## config.mk

```make
export PLATFORM = sky130hd
export DESIGN_NAME = mont_mul_sequencer
export DESIGN_NICKNAME = d
export VERILOG_FILES = /design/src/rtl/mont_mul_sequencer.sv
export SDC_FILE = /design/constraint.sdc
export NUM_CORES = 1
export LEC_CHECK = 0
export BUFFER_PORTS_ARGS = -buffer_cell sky130_fd_sc_hd__buf_2
export CAP_MARGIN = 10
export CORE_MARGIN = 3
export CORE_UTILIZATION = 32
export DETAILED_ROUTE_END_ITERATION = 10
export GPL_ROUTABILITY_DRIVEN = 1
export GPL_TIMING_DRIVEN = 1
export PLACE_DENSITY_LB_ADDON = 0.05
export SLEW_MARGIN = 20
export SYNTH_ARGS = -nofsm -noshare
export SYNTH_HDL_FRONTEND = slang
export SYNTH_SLANG_ARGS = --single-unit
```

## constraint.sdc

```tcl
create_clock -name clk -period 10.88 [get_ports clk]
set_input_delay 1.088 -clock clk [delete_from_list [all_inputs] [get_ports clk]]
set_output_delay 1.088 -clock clk [all_outputs]
set_load 0.02 [all_outputs]
```

## src/rtl/mont_mul_sequencer.sv

```systemverilog
// Sequencer for one multiply-then-reduce operation: it registers an operand pair, forms the
// full signed product, starts an external Montgomery reducer and hands back its result.
module mont_mul_sequencer #(
    parameter int TIMEOUT = 15
) (
    input  logic        clk,
    input  logic        rst_n,
    input  logic        s_valid,
    output logic        s_ready,
    input  logic [15:0] s_a,
    input  logic [15:0] s_b,
    output logic        red_ce,
    output logic [31:0] red_a,
    input  logic        red_done,
    input  logic [15:0] red_coeff,
    output logic        m_valid,
    input  logic        m_ready,
    output logic [15:0] m_coeff,
    output logic        err,
    output logic [7:0]  done_cnt
);
    localparam int CW = $clog2(TIMEOUT + 2);
    localparam logic [CW-1:0] WAIT_LAST = CW'(TIMEOUT);

    localparam logic [2:0] S_IDLE   = 3'd0;
    localparam logic [2:0] S_MUL    = 3'd1;
    localparam logic [2:0] S_LAUNCH = 3'd2;
    localparam logic [2:0] S_WAIT   = 3'd3;
    localparam logic [2:0] S_OUT    = 3'd4;

    logic [2:0]         state;
    logic signed [15:0] a_q, b_q;
    logic signed [31:0] prod;
    logic [CW-1:0]      wait_cnt;

    // Both operands signed, so the multiply is a full signed 16x16 -> 32.
    assign prod    = a_q * b_q;
    assign s_ready = (state == S_IDLE);
    assign m_valid = (state == S_OUT);
    assign red_ce  = (state == S_LAUNCH);

    always_ff @(posedge clk or negedge rst_n) begin
        if (!rst_n) begin
            state    <= S_IDLE;
            a_q      <= '0;
            b_q      <= '0;
            red_a    <= '0;
            m_coeff  <= '0;
            err      <= 1'b0;
            done_cnt <= '0;
            wait_cnt <= '0;
        end else begin
            case (state)
                S_IDLE: begin
                    if (s_valid) begin
                        a_q   <= s_a;
                        b_q   <= s_b;
                        state <= S_MUL;
                    end
                end
                S_MUL: begin
                    // red_a is written only here; the reducer re-reads it near completion.
                    red_a <= prod;
                    state <= S_LAUNCH;
                end
                S_LAUNCH: begin
                    wait_cnt <= '0;
                    state    <= S_WAIT;
                end
                S_WAIT: begin
                    if (red_done) begin
                        m_coeff <= red_coeff;
                        state   <= S_OUT;
                    end else if (wait_cnt == WAIT_LAST) begin
                        err   <= 1'b1;
                        state <= S_IDLE;
                    end else begin
                        wait_cnt <= wait_cnt + 1'b1;
                    end
                end
                S_OUT: begin
                    if (m_ready) begin
                        done_cnt <= done_cnt + 8'd1;
                        state    <= S_IDLE;
                    end
                end
                default: state <= S_IDLE;
            endcase
        end
    end
endmodule

```

### After elaboration in Yosys (flattened, before gate mapping)

Cells that the tools add are included.

* register bits: 97
* logic and storage cells: 38
* input bits: 53
* output and inout bits: 60

* reductions and logical operators: 8
* bitwise gates (word level): 1
* eq/ne operators: 10
* multipliers: 1
* $add $sub $neg: 2
* multiplexer cells: 8

Operators by type and width (number)
* $mul A16 B16 Y32: 1
* $pmux W3 S5: 1
* $mux W3: 4
* $mux W5: 2
* $pmux W5 S2: 1
* $reduce_and A3 Y1: 3
* $add A8 B1 Y8 const B: 1
* $eq A3 B2 Y1 const B: 2
* $ne A2 B2 Y1 const B: 3
* $reduce_and A2 Y1: 3
* $add A5 B1 Y5 const B: 1
* $eq A5 B4 Y1 const B: 1
* $eq A3 B1 Y1 const B: 1
* $eq A3 B3 Y1 const B: 1
* $logic_not A3 Y1: 1
* $ne A3 B3 Y1 const B: 1
* $ne A2 B1 Y1 const B: 1
* $reduce_bool A2 Y1: 1
* $not A1 Y1: 1

### Logic depth before layout (Yosys ltp)

* depth after elaboration: 4
* gate-level depth with buffers: 25

### Least setup slack after synthesis

OpenSTA, ideal clock, no wires.

* kind: register to register
* start: reg a_q[15]
* end: reg red_a[28]
* data required time: 10.755 ns
* path buffers: 2
* path slack: 4.878 ns
* cell stages (with the launch flop): 23
* library setup time: 0.125 ns
* arrival: 5.877 ns
* cell sequence: dfrtp_1 -> clkbuf_1 -> nand2_1 -> inv_1 -> fa_1 -> fa_1 -> fa_1 -> fa_1 -> fa_1 -> inv_1 -> fa_1 -> inv_1 -> ha_1 -> buf_6 -> a21oi_2 -> o21ai_1 -> a21o_1 -> a21o_1 -> a221o_1 -> o2111ai_2 -> nand3_1 -> xor2_1 -> mux2_2

* word-level cells in the longest chain between the ends: 1

RTL lines
* start, declared: line 32 `logic signed [15:0] a_q, b_q;`
* start signal, assigned: line 45 `a_q <= '0;`
* start signal, assigned: line 56 `a_q <= s_a;`
* $mul A16 B16 Y32: line 37 `assign prod = a_q * b_q;`
* end signal, assigned: line 63 `red_a <= prod;`
* end, declared: line 13 `output logic [31:0] red_a,`

Every way passes these cells.
A chain may end at the register's enable or synchronous reset.

### Final worst setup path

* start: reg b_q[1]
* end: reg red_a[31]

* word-level cells in the longest chain between the ends: 1

RTL lines
* start, declared: line 32
* start signal, assigned: line 46 `b_q <= '0;`
* start signal, assigned: line 57 `b_q <= s_b;`
* $mul A16 B16 Y32: line 37

Every way passes these cells.

==> key figures <==
Drt
  • Final WL: 34860 um
  • Antenna Nets Post-Route: 0
  • Detailed Routing Iterations Pass 1: 4
  • Met3 wire length: 612 um
  • Metal-1 WL: 15480 um
  • Top metal layer carrying routed signals: met4
  • Via Count: 8888
  • Mean number of vias per cell: 4.563
  • Routed len/inst: 17.90 um
  • # DRC: 0
  • Iteration-0 DRC count of the detailed router: 244
  • Met2 routed WL: 18450 um

Timing
  • Fin. Hold Viols: 0
  • Final setup viols: 0
  • Clk_skew: 0.01943 ns
  • Max-Slew Margin vs Limit: 34.67%
  • Final period utilization: 61.73%
  • Worst-margin pin slew: 0.9799 ns
  • F_max: 148.9 MHz
  • Slew Viols, Final: 0
  • Final setup TNS: 0 ns
  • Final min period: 6.717 ns
  • Unrepaired setup endpoints after global routing: false

Critical path
  • Critical Path RT: 11.11 ns
  • Max stage delay cell, worst path: fa_1
  • CP max FO: 17
  • Crit end category: register
  • Cell family with most CP delay: adder cells
  • Critical path buffers and inverters: 3
  • Worst path arrival time: 6.94 ns
  • Most used cell, CP: fa_1
  • Crit-path cells: nand2_1 > inv_1 > fa_1 > fa_1 > fa_1 > fa_1 > fa_1 > inv_1 > fa_1 > inv_1 > ha_1 > and3_1 > a311oi_1 > o22a_2 > nand3_1 > a41oi_2 > xnor2_1 > o21ai_1
  • CP Class: reg2reg
  • Critical Path Max Stage Delay: 0.88 ns
  • Startpoint Class: register

Yosys
  • Post-synthesis mux area share: 4.691%
  • Synth cell types: 54
  • Asr flop ratio synth: 100.0%
  • Seq cells post-synth: 97
  • Top-count cell post-synth: inv_1
  • Post-Synthesis Cells: 1328
  • Synth top area share: 39.10%
  • Area contributors post-synth: fa_1 (39%), dfrtp_1 (18%), ha_1 (7.9%)
  • Leading area contributor after synthesis: fa_1
  • Xor and xnor area share after synthesis: 2.938%
  • Combinational family with the most area after synthesis: adder cells
  • Mean Syn Cell Area: 10.10 um2
  • Ys Warns: 0
  • Post-Synth Adder-Cell Area: 47.02%
  • Register area share after synthesis: 18.09%
  • Post-Syn Nets: 1728
  • Main synth FF type: dfrtp_1
  • Simple-gate portion of the synthesized area: 12.65%
  • EDFF count, synth: 0
  • Post-synth top cells: inv_1 (280), fa_1 (262), nand2_1 (153)
  • Synth Area in Compound Gates: 5.288%
  • Synth Cell Area: 13420 um2

Clocking
  • Postcts setup bufs: 0
  • TritonCTS clock tree: yes
  • CTS Buf Count: 9
  • Clk Latency, worst-skew pair: 0.38 ns
  • CTS root buf: clkbuf_16
  • Cts hold-fix bufs: 0
  • Clock Path Buffers: 2
  • Clock Sinks: 97
  • Post_cts resized: 0
  • Clock-pin slew on the worst setup and hold paths: 0.09 ns
  • H-tree levels: 3

Floorplan
  • Core area: 41110 um2
  • Die Area: 44420 um2
  • Die Wd: 210.8 um
  • Row cnt: 74
  • Initial Util: 32.63%
  • Die height: 210.8 um
  • Io pins: 113

Final layout
  • Synthesis-to-layout area growth: 10.58%
  • # fillers: 4285
  • Register area: 2427 um2
  • Nets: 1810
  • Share of layout cells above drive strength 1: 14.42%
  • Area of the multi-input gates: 9742 um2

Hold path
  • Hold Path Class: reg2reg

Placement
  • Gpl congestion: 0.7953
  • IO buf count: 112
  • HPWL Detailed: 28420 um

Global routing
  • Largest net degree at the start of global routing: 62
  • Gr usage total: 16.70%
  • Vias in the first global route: 9963
  • Initial antenna violation count: 0
  • Overflow after GRT: 0
  • First-pass GRT wire length: 57170 um

Run
  • MaxCap Viol Count: 0

Run status
  • Outcome: completed
-- path summary, 6_finish.rpt --
check,to,slack (ns),from,cells after the start
setup / recovery,red_a[31]$_DFFE_PN0P_,4.16,b_q[1]$_DFFE_PN0P_,18
hold / removal,done_cnt[7]$_DFFE_PN0P_,0.48,done_cnt[7]$_DFFE_PN0P_,1
setup reg to reg,red_a[31]$_DFFE_PN0P_,4.16,b_q[1]$_DFFE_PN0P_,18
hold reg to reg,done_cnt[7]$_DFFE_PN0P_,0.48,done_cnt[7]$_DFFE_PN0P_,1
max in group asynchronous,b_q[4]$_DFFE_PN0P_,8.95,rst_n,2
min in group asynchronous,m_coeff[13]$_DFFE_PN0P_,0.69,rst_n,1
-- worst register-to-register path, delay by kind of cell, from the launching register on --
family / cells / cell delay (ns)
simple gates: 3 / 0.58
fa+ha+maj: 7 / 3.81
flops: 1 / 0.81
xor+xnor: 1 / 0.16
compound gates: 4 / 0.93
buf+inv: 3 / 0.27
-- area by class of cell --
type	instances	share of cell area [%]
diodes	1	0.01687
flip-flops and latches	97	16.36
repair buffers	120	4.200
well taps	532	4.487
clock buffers	10	1.611
inverters	280	7.085
clock inverters	6	0.5651
multi-input cells	902	65.67
-- cell families (layout without fill, tap and decap cells) --
group / after synthesis / in the layout
AO/OA/AOI/OAI: 109 / 109
AND/OR/NAND/NOR: 345 / 345
adder cells (fa/ha/maj): 347 / 347
multiplexers: 56 / 56
buffers and inverters: 329 / 416
XOR/XNOR: 45 / 45
flip-flops: 97 / 97
other: 0 / 1
-- metrics by stage --
stage	area (um2)	util [%]	setup WS (ns)	hold WS, ns	std cells
CTS	14830	36.08	4.163	0.4784	1947
global route	14830	36.08	3.786	0.4966	1947
global placement	14510	35.29	4.238	0.4570	1931
floorplan	13420	-	4.878	0.4878	1328
finish	14830	36.08	4.163	0.4763	1948
detailed placement	14510	35.29	4.228	0.4679	1931
-- layout by cell type, fill, tap and decap left out, drive strengths merged, types with 2 or more instances in the layout --
cell | synthesis | layout
and2 | 128 | 128
nand3 | 7 | 7
o21ai | 42 | 42
clkbuf | 42 | 10
xnor2 | 28 | 28
nor3 | 4 | 4
o21a | 4 | 4
dfrtp | 97 | 97
a211oi | 3 | 3
o2111ai | 2 | 2
xor2 | 17 | 17
buf | 7 | 120
ha | 85 | 85
nand2b | 5 | 5
a21o | 12 | 12
a221o | 2 | 2
nor2b | 4 | 4
nor2 | 30 | 30
mux2 | 55 | 55
nand4 | 3 | 3
nand2 | 153 | 153
a31oi | 3 | 3
inv | 280 | 284
and3 | 6 | 6
a21oi | 27 | 27
fa | 262 | 262
o211ai | 3 | 3
a41o | 2 | 2
-- flip-flops by register name, indices dropped and copies added (netlist names) --
| register | cells |
|---|---|
| wait_cnt | 5 |
| state | 3 |
| red_a | 32 |
| done_cnt | 8 |
| b_q | 16 |
| err | 1 |
| a_q | 16 |
| m_coeff | 16 |
-- metal layers --
layer / track usage (%) / vias to the layer above
li1: - / 4161
met1: 22.34 / 4620
met2: 29.90 / 86
met3: 1.693 / 21
met4: 2.794 / 0
met5: 0 / -
Power is not shown: default switching activity piles up to over one toggle a cycle in this logic, so the estimate is an artifact.
